$ cat config.mk
export PLATFORM = sky130hd
export DESIGN_NAME = ram_32x4_ctrl_flat
export DESIGN_NICKNAME = d
export VERILOG_FILES = /design/src/rtl/ram_32x4_ctrl_pkg.sv /design/src/rtl/ram_32x4_ctrl_if.sv /design/src/rtl/ram_32x4_ctrl_rd_pipe.sv /design/src/rtl/ram_32x4_ctrl.sv /design/src/flat_wrapper.sv
export SDC_FILE = /design/constraint.sdc
export NUM_CORES = 1
export LEC_CHECK = 0
export ABC_CLOCK_PERIOD_IN_PS = 2200
export CORE_MARGIN = 3
export CORE_UTILIZATION = 48
export CTS_CLUSTER_SIZE = 16
export DETAILED_ROUTE_END_ITERATION = 16
export GPL_TIMING_DRIVEN = 0
export PLACE_DENSITY = 0.78
export SLEW_MARGIN = 20
export SYNTH_ARGS = -nofsm -noshare
export SYNTH_HDL_FRONTEND = slang
export SYNTH_SLANG_ARGS = --single-unit
$ cat constraint.sdc
create_clock -name clk -period 2.2 [get_ports clk]
set_input_delay 0.55 -clock clk [delete_from_list [all_inputs] [get_ports clk]]
set_output_delay 0.55 -clock clk [all_outputs]
set_load 0.01 [all_outputs]
$ cat src/rtl/ram_32x4_ctrl_pkg.sv
// Shared constants and FSM state type for the 32x4 RAM controller.
package ram_ctrl_pkg;

  localparam int unsigned ADDR_W = 5;
  localparam int unsigned DATA_W = 4;
  localparam int unsigned DEPTH  = 1 << ADDR_W;

  typedef enum logic [1:0] {
    IDLE,
    WRITE,
    READ,
    DRAIN
  } state_t;

endpackage

$ cat src/rtl/ram_32x4_ctrl_if.sv
// Host-side command / write-stream / read-stream bundle for ram_32x4_ctrl.
interface ram_32x4_ctrl_if #(
  parameter int unsigned ADDR_W = ram_ctrl_pkg::ADDR_W,
  parameter int unsigned DATA_W = ram_ctrl_pkg::DATA_W
);

  logic              req_valid;
  logic              req_ready;
  logic              req_write;
  logic [ADDR_W-1:0] req_addr;
  logic [ADDR_W-1:0] req_len;
  logic [DATA_W-1:0] wr_data;
  logic              wr_valid;
  logic              wr_ready;
  logic [DATA_W-1:0] rd_data;
  logic              rd_valid;
  logic              rd_last;
  logic              busy;

  modport master (
    output req_valid, req_write, req_addr, req_len, wr_data, wr_valid,
    input  req_ready, wr_ready, rd_data, rd_valid, rd_last, busy
  );

  modport slave (
    input  req_valid, req_write, req_addr, req_len, wr_data, wr_valid,
    output req_ready, wr_ready, rd_data, rd_valid, rd_last, busy
  );

endinterface

$ cat src/rtl/ram_32x4_ctrl_rd_pipe.sv
// Read-return pipeline: stage-2 valid/last tags and the registered rd_data capture.
module ram_rd_pipe #(
  parameter int unsigned DATA_W = ram_ctrl_pkg::DATA_W
) (
  input  logic              clk,
  input  logic              rst,
  input  logic              i_p1,
  input  logic              i_p1_last,
  input  logic [DATA_W-1:0] i_ram_data,
  output logic              o_p2_last,
  output logic              o_rd_valid,
  output logic              o_rd_last,
  output logic [DATA_W-1:0] o_rd_data
);

  logic              r_p2;
  logic              r_p2_last;
  logic              r_rd_valid;
  logic              r_rd_last;
  logic [DATA_W-1:0] r_rd_data;

  always_ff @(posedge clk or posedge rst) begin
    if (rst) begin
      r_p2       <= 1'b0;
      r_p2_last  <= 1'b0;
      r_rd_valid <= 1'b0;
      r_rd_last  <= 1'b0;
      r_rd_data  <= '0;
    end else begin
      r_p2       <= i_p1;
      r_p2_last  <= i_p1_last;
      r_rd_valid <= r_p2;
      r_rd_last  <= r_p2_last;
      // Capture only on a live beat so rd_data holds between bursts.
      if (r_p2) r_rd_data <= i_ram_data;
    end
  end

  assign o_p2_last  = r_p2_last;
  assign o_rd_valid = r_rd_valid;
  assign o_rd_last  = r_rd_last;
  assign o_rd_data  = r_rd_data;

endmodule

$ cat src/rtl/ram_32x4_ctrl.sv
// Burst read/write controller for the 32x4 single-port RAM; drives the RAM
// inputs from registers and returns read data through a 2-stage tag pipeline.
module ram_32x4_ctrl #(
  parameter int unsigned ADDR_W = ram_ctrl_pkg::ADDR_W,
  parameter int unsigned DATA_W = ram_ctrl_pkg::DATA_W
) (
  input  logic              clk,
  input  logic              rst,
  ram_32x4_ctrl_if.slave    host,
  output logic [ADDR_W-1:0] ram_address,
  output logic [DATA_W-1:0] ram_data_in,
  output logic              ram_write_enable,
  input  logic [DATA_W-1:0] ram_data_out
);

  import ram_ctrl_pkg::*;

  state_t            r_state,        w_state_nxt;
  logic [ADDR_W-1:0] r_addr,         w_addr_nxt;
  logic [ADDR_W-1:0] r_cnt,          w_cnt_nxt;
  logic [ADDR_W-1:0] r_ram_address,  w_ram_address_nxt;
  logic [DATA_W-1:0] r_ram_data_in,  w_ram_data_in_nxt;
  logic              r_ram_we,       w_ram_we_nxt;
  logic              r_p1,           w_p1_nxt;
  logic              r_p1_last,      w_p1_last_nxt;

  logic              w_p2_last;
  logic              w_rd_valid;
  logic              w_rd_last;
  logic [DATA_W-1:0] w_rd_data;

  always_ff @(posedge clk or posedge rst) begin
    if (rst) begin
      r_state       <= IDLE;
      r_addr        <= '0;
      r_cnt         <= '0;
      r_ram_address <= '0;
      r_ram_data_in <= '0;
      r_ram_we      <= 1'b0;
      r_p1          <= 1'b0;
      r_p1_last     <= 1'b0;
    end else begin
      r_state       <= w_state_nxt;
      r_addr        <= w_addr_nxt;
      r_cnt         <= w_cnt_nxt;
      r_ram_address <= w_ram_address_nxt;
      r_ram_data_in <= w_ram_data_in_nxt;
      r_ram_we      <= w_ram_we_nxt;
      r_p1          <= w_p1_nxt;
      r_p1_last     <= w_p1_last_nxt;
    end
  end

  always_comb begin
    w_state_nxt       = r_state;
    w_addr_nxt        = r_addr;
    w_cnt_nxt         = r_cnt;
    w_ram_address_nxt = r_ram_address;
    w_ram_data_in_nxt = r_ram_data_in;
    w_ram_we_nxt      = 1'b0;
    w_p1_nxt          = 1'b0;
    w_p1_last_nxt     = 1'b0;

    unique case (r_state)
      IDLE: begin
        if (host.req_valid) begin
          w_addr_nxt = host.req_addr;
          w_cnt_nxt  = host.req_len;
          if (host.req_write) begin
            w_state_nxt = WRITE;
          end else begin
            // Beat 0 is issued on the accept edge itself.
            w_ram_address_nxt = host.req_addr;
            w_p1_nxt          = 1'b1;
            w_p1_last_nxt     = (host.req_len == '0);
            w_state_nxt       = (host.req_len == '0) ? DRAIN : READ;
          end
        end
      end
      WRITE: begin
        if (host.wr_valid) begin
          w_ram_address_nxt = r_addr;
          w_ram_data_in_nxt = host.wr_data;
          w_ram_we_nxt      = 1'b1;
          w_addr_nxt        = r_addr + 1'b1;
          w_cnt_nxt         = r_cnt - 1'b1;
          if (r_cnt == '0) w_state_nxt = IDLE;
        end
      end
      READ: begin
        w_ram_address_nxt = r_addr + 1'b1;
        w_addr_nxt        = r_addr + 1'b1;
        w_cnt_nxt         = r_cnt - 1'b1;
        w_p1_nxt          = 1'b1;
        if (r_cnt == ADDR_W'(1)) begin
          w_p1_last_nxt = 1'b1;
          w_state_nxt   = DRAIN;
        end
      end
      DRAIN: begin
        // Leave on the edge that presents rd_last, so req_ready rises with it.
        if (w_p2_last) w_state_nxt = IDLE;
      end
      default: w_state_nxt = IDLE;
    endcase
  end

  ram_rd_pipe #(.DATA_W(DATA_W)) u_rd_pipe (
    .clk        (clk),
    .rst        (rst),
    .i_p1       (r_p1),
    .i_p1_last  (r_p1_last),
    .i_ram_data (ram_data_out),
    .o_p2_last  (w_p2_last),
    .o_rd_valid (w_rd_valid),
    .o_rd_last  (w_rd_last),
    .o_rd_data  (w_rd_data)
  );

  assign host.req_ready = (r_state == IDLE);
  assign host.wr_ready  = (r_state == WRITE);
  assign host.busy      = (r_state != IDLE);
  assign host.rd_valid  = w_rd_valid;
  assign host.rd_last   = w_rd_last;
  assign host.rd_data   = w_rd_data;

  assign ram_address      = r_ram_address;
  assign ram_data_in      = r_ram_data_in;
  assign ram_write_enable = r_ram_we;

endmodule
$ cat src/flat_wrapper.sv
// flat-port wrapper written by rule: the top's interface ports become plain ports
module ram_32x4_ctrl_flat import ram_ctrl_pkg::*;
#(
  parameter int unsigned ADDR_W = ram_ctrl_pkg::ADDR_W,
  parameter int unsigned DATA_W = ram_ctrl_pkg::DATA_W
)
  (clk, rst, ram_address, ram_data_in, ram_write_enable, ram_data_out, host_req_valid, host_req_write, host_req_addr, host_req_len, host_wr_data, host_wr_valid, host_req_ready, host_wr_ready, host_rd_data, host_rd_valid, host_rd_last, host_busy);
  ram_32x4_ctrl_if #(.ADDR_W(ADDR_W), .DATA_W(DATA_W)) host_i ();
  input  logic clk;
  input  logic rst;
  output logic [ADDR_W-1:0] ram_address;
  output logic [DATA_W-1:0] ram_data_in;
  output logic ram_write_enable;
  input  logic [DATA_W-1:0] ram_data_out;
  input wire logic [$bits(host_i.req_valid)-1:0] host_req_valid;
  input wire logic [$bits(host_i.req_write)-1:0] host_req_write;
  input wire logic [$bits(host_i.req_addr)-1:0] host_req_addr;
  input wire logic [$bits(host_i.req_len)-1:0] host_req_len;
  input wire logic [$bits(host_i.wr_data)-1:0] host_wr_data;
  input wire logic [$bits(host_i.wr_valid)-1:0] host_wr_valid;
  output wire logic [$bits(host_i.req_ready)-1:0] host_req_ready;
  output wire logic [$bits(host_i.wr_ready)-1:0] host_wr_ready;
  output wire logic [$bits(host_i.rd_data)-1:0] host_rd_data;
  output wire logic [$bits(host_i.rd_valid)-1:0] host_rd_valid;
  output wire logic [$bits(host_i.rd_last)-1:0] host_rd_last;
  output wire logic [$bits(host_i.busy)-1:0] host_busy;
  assign host_i.req_valid = host_req_valid;
  assign host_i.req_write = host_req_write;
  assign host_i.req_addr = host_req_addr;
  assign host_i.req_len = host_req_len;
  assign host_i.wr_data = host_wr_data;
  assign host_i.wr_valid = host_wr_valid;
  assign host_req_ready = host_i.req_ready;
  assign host_wr_ready = host_i.wr_ready;
  assign host_rd_data = host_i.rd_data;
  assign host_rd_valid = host_i.rd_valid;
  assign host_rd_last = host_i.rd_last;
  assign host_busy = host_i.busy;
  ram_32x4_ctrl #(.ADDR_W(ADDR_W), .DATA_W(DATA_W)) u_core (.clk(clk), .rst(rst), .host(host_i), .ram_address(ram_address), .ram_data_in(ram_data_in), .ram_write_enable(ram_write_enable), .ram_data_out(ram_data_out));
endmodule
---- Word-level counts from Yosys, hierarchy flattened ----
Index checks and enable logic that the tools add are counted.
cells by class
  add/sub/neg operators ................... 2
  equal/unequal tests ..................... 10
  multiplexer cells ....................... 27
  reduce and logical (&&, ||, !) cells .... 9
operators with widths
  cell                   number
  $pmux W5 S3            3
  $mux W5                7
  $mux W2                6
  $logic_not A5 Y1       2
  $mux W1                8
  $ne A2 B2 Y1 const B   4
  $pmux W2 S4            1
  $add A5 B1 Y5 const B  1
  $eq A5 B1 Y1 const B   1
  $reduce_and A5 Y1      1
  $sub A5 B1 Y5 const B  1
  $eq A2 B2 Y1 const B   2
  $ne A2 B1 Y1 const B   2
  $pmux W1 S2            2
  $reduce_and A4 Y1      1
  $reduce_and A3 Y1      1
  $reduce_bool A3 Y1     1
  $eq A2 B1 Y1 const B   1
  $logic_not A2 Y1       1
  $reduce_and A2 Y1      1
  $reduce_bool A2 Y1     1
word-level totals
  register bits ........................... 32
  bits of input ports ..................... 23
  output and inout port bits .............. 19
  logic and storage cells ................. 61

---- Logic depth before layout (Yosys ltp) ----
Gate-level depths: netlist of the first run.
  word-level depth ........................ 5
  depth in mapped cells ................... 8

---- Cells and area by module ----
From an unflattened synthesis of the first run, not the netlist that was laid out.
unflattened totals
  cells, all modules ...................... 160
  area, all modules ....................... 1622.8 sq um
by module, submodules not included
  module         instances  cells an instance  area an instance (sq um)  sequential area each (sq um)
  ram_32x4_ctrl  1          147                1373.8                    600.6
  ram_rd_pipe    1          13                 249.0                     200.2

---- Worst setup path after synthesis of the first run ----
Ideal clock, no wire load.
  kind .................................... reg2reg
  from .................................... reg u_core.r_state[1]
  to ...................................... reg u_core.r_state[0]
  library setup time ...................... 125 ps
  data arrival time ....................... 1617 ps
  setup slack ............................. 458 ps
  cell stages (with the launch flop) ...... 8
  buffers on the path ..................... 1
  period minus slack after synthesis ...... 1742 ps
  cells stage by stage .................... dfrtp_1 > inv_1 > ha_1 > buf_2 > and2b_1 > a21oi_1 > o2111ai_1 > mux2_2
between the ends
  word-level cells in the longest chain between the ends .. 3
  elaborated cells on any way between the ends .. 11
  classes of those cells .................. 8 x eq/ne; 1 x mux; 2 x reduce/logical
ends and longest elaborated chain
  element                                                        line                 source
  from (decl)                                                    ram_32x4_ctrl.sv:18  state_t r_state, w_state_nxt;
  from (signal assigned)                                         ram_32x4_ctrl.sv:43  r_state <= w_state_nxt;
  $eq A2 B1 Y1 (*)                                               --
  via host_wr_ready                                              flat_wrapper.sv:22   output wire logic [$bits(host_i.wr_ready)-1:0] host_wr_ready;
  $ne A2 B1 Y1 (no line) / $ne A2 B2 Y1 (equally long branches)  --
  $reduce_and A5 Y1 (no line)                                    --
Mark *: on every way through the listed nets, which the timed path passes. The rest lies on a longest branch.
A chain may end at the register's enable or synchronous reset.

---- Final worst setup path of the first run ----
  from .................................... reg u_core.r_state[0]
  to ...................................... out host_req_ready
between the ends
  word-level cells in the longest chain between the ends .. 1
ends and longest elaborated chain
  element           line                  source
  $logic_not A2 Y1  ram_32x4_ctrl.sv:120  assign host.req_ready = (r_state == IDLE);
  to (decl)         flat_wrapper.sv:21    output wire logic [$bits(host_i.req_ready)-1:0] host_req_ready;
Every way passes these cells.

==> reports/qor.csv, run 1 <==
stage,metric,value,unit
timing,fin_ws,0.0600,ns
outcome,outcome,finished clean,
route,route.detailed.wl_per_inst,15.3,um
route,drc,0,
route,dr.pass1.iters,4,
die,io-pin-count,42,
cts,cts_tree,yes,
global_route,grt_usage,20.5,%
synth,netlist_instances,163,
timing,setup_viol_count_final,0,
min_path,hp-class,reg -> reg,
global_route,top_usage_layer,met2,
power_and_ir_drop,p_leak,0.969,nW
setup_path,cp_data_arrival_time,1.59,ns
run,drv_cap,0,
die,rows,20,
setup_path,worstSetupStartpointType,flip-flop,
die,start_util,52.3,%
timing,finalSetupTns,0,ns
route,wl,3940,um
power_and_ir_drop,power_density,1650,mW/mm^2
global_route,grt_first_pass_wirelength,6580,um
global_route,grt_util_met2,37.5,%
synth,syn-num-nets,194,
timing,fin_worst_skew,0.00550,ns
cts,clk_pin_slew,0.09,ns
synth,synthesis.area,0.00166,sq mm
route,vias_per_cell,5.50,
timing,hold_ws,0.360,ns
timing,finalCritPeriodShare,97.3,%
cts,cts_made_buffers,5,
placed_design,dp_slack,0.0776,ns
die,die_y,64.9,um
placed_design,gp_congestion,0.838,
cells_and_area,diodes,0,
placed_design,dp.cells,248,
global_route,grt_max_degree,33,
route,ant_nets,0,
setup_path,critPathMaxFanout,7,
placed_design,numPortBuffers,41,
cells_and_area,syn_to_final_growth,32.7,%
cells_and_area,drive_gt1_share,14.1,%
cts,ctsLongestPathBuffers,2,
synth,yosysTopAreaCell,dfrtp_1,
synth,synth-seq-area-share,48.2,%
synth,synth_top_area_share,48.2,%
timing,clock.fmax,467,MHz
cts,clock_latency,0.33,ns
route,drt_iter0_drc,62,
synth,synthTopCellsByArea,"dfrtp_1, mux2_2, ha_1",
setup_path,path_class,reg -> out,
cells_and_area,fin_cells,257,
global_route,grtUsageMet1,21.7,%
die,design.core.area,0.00318,sq mm
global_route,grt_overflow,0,
timing,hold_viol,0,
cells_and_area,fillers,259,
die,die_area,0.00421,sq mm
timing,tightest_slew,0.660,ns
global_route,antenna_found_initial,0,
timing,rsz0062_at_grt,false,
cts,cts_num_sinks,32,
setup_path,cp-end-kind,output pin,
synth,synth-seq-cells,32,
setup_path,cp.required,1.65,ns
synth,yosysUniqueCellTypes,34,
timing,fin_crit,2.14,ns
placed_design,dp_hpwl,2900,um
cells_and_area,nets,243,
synth,ys_warn_count,0,
global_route,grtUsageMet3,6.07,%
timing,max-slew-margin-rel,55.9,%
synth,synth_area_per_cell,10.2,sq um
global_route,grt_pass1_vias,1450,
timing,drv_slew,0,
cts,htree_levels,2,
route,num_vias,1414,
die,dieWidth,64.9,um
power_and_ir_drop,vdd.ir_drop.worst,0.883,mV
cts,cts_root_buffer,clkbuf_4,
[through the flow]
stage / util, % / power (W) / area (sq um)
floorplan: - / 0.00251 / 1660
global placement: 67.0 / 0.00314 / 2130
detailed placement: 67.0 / 0.00326 / 2130
CTS: 69.4 / 0.00364 / 2210
global route: 69.4 / 0.00396 / 2210
finish: 69.4 / 0.00364 / 2210
[placed cells by master, fill, tap and decap left out, types with 2 or more instances in the layout]
master,n
a211oi_1,2
a21bo_2,2
a21o_1,3
a21oi_1,12
a22oi_1,2
buf_2,3
buf_4,2
clkbuf_1,5
clkbuf_4,5
clkdlybuf4s50_1,40
dfrtp_1,32
ha_1,7
inv_1,7
inv_2,2
mux2_2,11
mux2i_1,6
nand2_1,15
nand2b_1,3
nand3_1,4
nand4_1,2
nor2_1,11
nor3_1,5
o21ai_0,11
o221a_1,3
o22ai_1,2
o31ai_1,2
[kinds of logic after synthesis]
kind of cell | share of synthesized area [%]
simple gates | 13.5
compound gates | 15.9
flops | 48.2
buf+inv | 4.29
mux | 11.1
fa+ha+maj | 6.02
xor+xnor | 1.05
[report_power, final]
group	switching (W)	internal, W	total [W]
clock	0.000192	0.000157	0.000349
sequential	0.000185	0.000873	0.00106
combinational	0.00116	0.00107	0.00223
total	0.00153	0.00210	0.00364
[state kept, by name, summed over array words and instances, names as in the netlist, 2 cells and up]
signal	cells
u_core.ram_address	5
u_core.ram_data_in	4
u_core.r_cnt	5
u_core.r_state	2
u_core.r_addr	5
u_core.u_rd_pipe.o_rd_data	4
[worst paths after layout]
check | from | to | slack (ns) | cells after the start
setup / recovery | u_core.r_state[0]$_DFFE_PP0P_ | host_req_ready | 0.06 | 3
hold / removal | u_core.r_p1_last$_DFF_PP0_ | u_core.u_rd_pipe.o_p2_last$_DFF_PP0_ | 0.36 | 0
setup reg to reg | u_core.r_state[0]$_DFFE_PP0P_ | u_core.r_cnt[3]$_DFFE_PP0P_ | 0.22 | 8
hold reg to reg | u_core.r_p1_last$_DFF_PP0_ | u_core.u_rd_pipe.o_p2_last$_DFF_PP0_ | 0.36 | 0
max in group asynchronous | rst | u_core.ram_address[3]$_DFFE_PP0P_ | 1.15 | 2
min in group asynchronous | rst | u_core.u_rd_pipe.o_p2_last$_DFF_PP0_ | 0.63 | 2
[repair_timing]
action	in CTS	in global routing
buffers inserted	1	0
setup endpoints to repair	2	2
hold endpoints to repair	0	0
cloned	0	0
hold buffers	0	0
gates resized for setup	3	1
[worst max-delay path, cell delays in order, from the launching register on]
cell and delay, ns:
dfrtp_1 0.39, inv_1 0.12, ha_4 0.19, clkdlybuf4s50_1 0.55
[synthesized netlist by cell type (all sizes together)]
master / n
a211oi: 2
a21bo: 2
a21o: 3
a21oi: 12
a22oi: 2
a31oi: 1
and2b: 1
buf: 5
clkbuf: 3
dfrtp: 32
ha: 8
inv: 9
mux2: 11
mux2i: 6
nand2: 15
nand2b: 3
nand3: 5
nand4: 2
nor2: 12
nor3: 5
nor3b: 1
nor4b: 1
o2111ai: 1
o21ai: 11
o221a: 3
o22ai: 2
o31ai: 2
or3: 1
xnor2: 1
xor2: 1
[layout make-up]
type,instances,area [sq um],share of cell area [%]
well taps,44,55.1,2.50
plain buffers,8,37.5,1.70
flip-flops and latches,32,801,36.3
inverters,9,33.8,1.53
clock buffers,8,58.8,2.67
multi-input cells,114,803,36.4
repair buffers,42,417,18.9
[per-layer routing]
layer / share of wire, % / wire [um]
met3: 5.1 / 199
met5: 0 / 0
met2: 55 / 2150
met1: 38 / 1510
met4: 1.9 / 76
(Power assumes the default switching activity.)
==> run 2: changes to the inputs <==
--- a/config.mk
+++ b/config.mk
@@ -12,6 +12,7 @@
 export DETAILED_ROUTE_END_ITERATION = 16
 export GPL_TIMING_DRIVEN = 0
 export PLACE_DENSITY = 0.78
+export SKIP_LAST_GASP = 1
 export SLEW_MARGIN = 20
 export SYNTH_ARGS = -nofsm -noshare
 export SYNTH_HDL_FRONTEND = slang
==> results of run 2 <==
Final layout, timing and power as in run 1 (identical DEF).
==> run 3: changes to the inputs <==
--- a/config.mk
+++ b/config.mk
@@ -11,7 +11,8 @@
 export CTS_CLUSTER_SIZE = 16
 export DETAILED_ROUTE_END_ITERATION = 16
 export GPL_TIMING_DRIVEN = 0
-export PLACE_DENSITY = 0.78
+export PLACE_DENSITY = 0.83
+export REMOVE_ABC_BUFFERS = 1
 export SKIP_LAST_GASP = 1
 export SLEW_MARGIN = 20
 export SYNTH_ARGS = -nofsm -noshare
==> reports/qor.csv, run 3 (same netlist as run 1, synthesis figures left out) <==
stage,metric,value,unit
placed_design,dp_slack,-0.526,ns
route,drt_iter0_drc,69,
placed_design,numPortBuffers,41,
placed_design,dpl_cell_area,0.00209,sq mm
global_route,grt_usage,19.0,%
route,wl,3730,um
cts,ctsLongestPathBuffers,2,
route,drc,0,
placed_design,dp.cells,240,
placed_design,dp_hpwl,2750,um
route,vias_per_cell,5.37,
timing,max-slew-margin-rel,57.3,%
cells_and_area,most-common-layout-cells,"clkdlybuf4s50_1, dfrtp_1, nand2_1, a21oi_1",
setup_path,worstSetupStartpointType,flip-flop,
outcome,outcome,finished clean,
die,rows,20,
min_path,hp-class,reg -> reg,
route,num_vias,1354,
global_route,antenna_found_initial,0,
global_route,grt_max_degree,33,
setup_path,cp-end-kind,output pin,
cts,cts_made_buffers,5,
global_route,grt_first_pass_wirelength,6120,um
timing,rsz0062_at_grt,false,
power_and_ir_drop,p_leak,0.978,nW
die,dieWidth,64.9,um
timing,clock.fmax,472,MHz
route,wl_met1,1440,um
placed_design,gp_congestion,0.863,
route,ant_nets,0,
setup_path,cp_data_arrival_time,1.57,ns
timing,hold_viol,0,
timing,fin_worst_skew,0.0111,ns
cells_and_area,utilization,69.7,%
cells_and_area,diodes,0,
cts,cts_tree,yes,
route,dr.pass1.iters,4,
setup_path,cp.required,1.65,ns
timing,setup_viol_count_final,0,
cells_and_area,final_area,0.00221,sq mm
setup_path,crit_slowest_cell,clkdlybuf4s50_1,
global_route,grt_pass1_vias,1390,
power_and_ir_drop,power_density,1640,mW/mm^2
timing,drv_slew,0,
run,drv_cap,0,
cts,cts_root_buffer,clkbuf_4,
die,start_util,52.3,%
cells_and_area,fillers,230,
cts,clock_latency,0.33,ns
setup_path,crit_chain,"inv_2, ha_4, clkdlybuf4s50_1",
timing,fin_ws,0.0822,ns
setup_path,slowest_delay,0.53,ns
cts,htree_levels,2,
die,io-pin-count,42,
setup_path,path_class,reg -> out,
timing,tightest_slew,0.640,ns
route,route.detailed.wl_per_inst,14.8,um
die,die_y,64.9,um
setup_path,critPathMaxFanout,3,
cts,postCtsHoldBufs,0,
cts,clk_pin_slew,0.10,ns
route,route.met2.wl,2040,um
cells_and_area,syn_to_final_growth,33.2,%
cells_and_area,layout_commonest_cell,clkdlybuf4s50_1,
cells_and_area,nets,238,
power_and_ir_drop,total_power,0.00364,W
route,route.met3.wl,197,um
die,die_area,0.00421,sq mm
route,top_layer,met4,
timing,finalCritPeriodShare,96.3,%
global_route,grt_overflow,0,
cells_and_area,fin_cells,252,
cts,cts_num_sinks,32,
timing,fin_crit,2.12,ns
power_and_ir_drop,vdd.ir_drop.worst,0.735,mV
die,design.core.area,0.00318,sq mm
cells_and_area,drive_gt1_share,16.3,%
-- run 3: changes by cell type in the layout (fill, tap and decap cells not counted), moves of 2 or more --
cell      previous run  this run
buf_4                2         4
buf_2                3         0
clkbuf_1             5         0
clkinv_2             0         2
-- run 3: cell type report --
type | instances | area [sq um] | share of cell area (%)
Multi-Input combinational cell | 114 | 821 | 37.1
Inverter | 9 | 33.8 | 1.53
Timing Repair Buffer | 45 | 442 | 19.9
Clock inverter | 2 | 10.0 | 0.452
Tap cell | 44 | 55.1 | 2.49
Sequential cell | 32 | 802 | 36.2
Clock buffer | 6 | 51.3 | 2.32
-- run 3: routing by layer --
metal  up-vias  global-route usage [%]
met1       639                    19.4
met3         6                    3.99
met5         -                       0
met2        39                    36.8
met4         0                    8.18
li1        670                       -
-- run 3: path summary, 6_finish.rpt --
check                                                    from                                   end  slack (ns)  depth (start not counted)
worst min register to register     u_core.r_p1_last$_DFF_PP0_  u_core.u_rd_pipe.o_p2_last$_DFF_PP0_        0.36                          0
worst max-delay path            u_core.r_state[1]$_DFFE_PP0P_                         host_wr_ready        0.08                          3
max in group asynchronous                                 rst         u_core.r_state[0]$_DFFE_PP0P_        1.13                          2
worst min-delay path               u_core.r_p1_last$_DFF_PP0_  u_core.u_rd_pipe.o_p2_last$_DFF_PP0_        0.36                          0
worst max register to register  u_core.r_state[1]$_DFFE_PP0P_          u_core.r_addr[0]$_DFFE_PP0P_        0.16                          5
min in group asynchronous                                 rst     u_core.ram_address[4]$_DFFE_PP0P_        0.61                          2
-- run 3: report_power, final --
| group | internal [W] | total [W] | leakage, nW | switching [W] |
|---|---|---|---|---|
| Sequential | 0.000875 | 0.00110 | 0.387 | 0.000230 |
| Clock | 0.000152 | 0.000346 | 0.0380 | 0.000194 |
| Combinational | 0.00110 | 0.00219 | 0.554 | 0.00109 |
-- run 3: per-stage QoR --
| step | hold WS [ns] | setup TNS [ns] |
|---|---|---|
| after floorplan | 0.331 | -0.0321 |
| after CTS | 0.359 | 0 |
| after global routing | 0.375 | 0 |
| after global placement | 0.335 | -2.06 |
| final | 0.357 | 0 |
| after detailed placement | 0.337 | -3.71 |
-- run 3: repair_timing --
action	4_1_cts	5_1_grt
endpoints found under the setup margin	18	1
setup buffers	1	3
gates resized for setup	9	1
pin swaps	0	0
-- run 3: critical path, delay by kind of cell, from the launching register on --
| kind | cells | cell delay, ns |
|---|---|---|
| buf+inv | 2 | 0.65 |
| flops | 1 | 0.43 |
| fa+ha+maj | 1 | 0.15 |
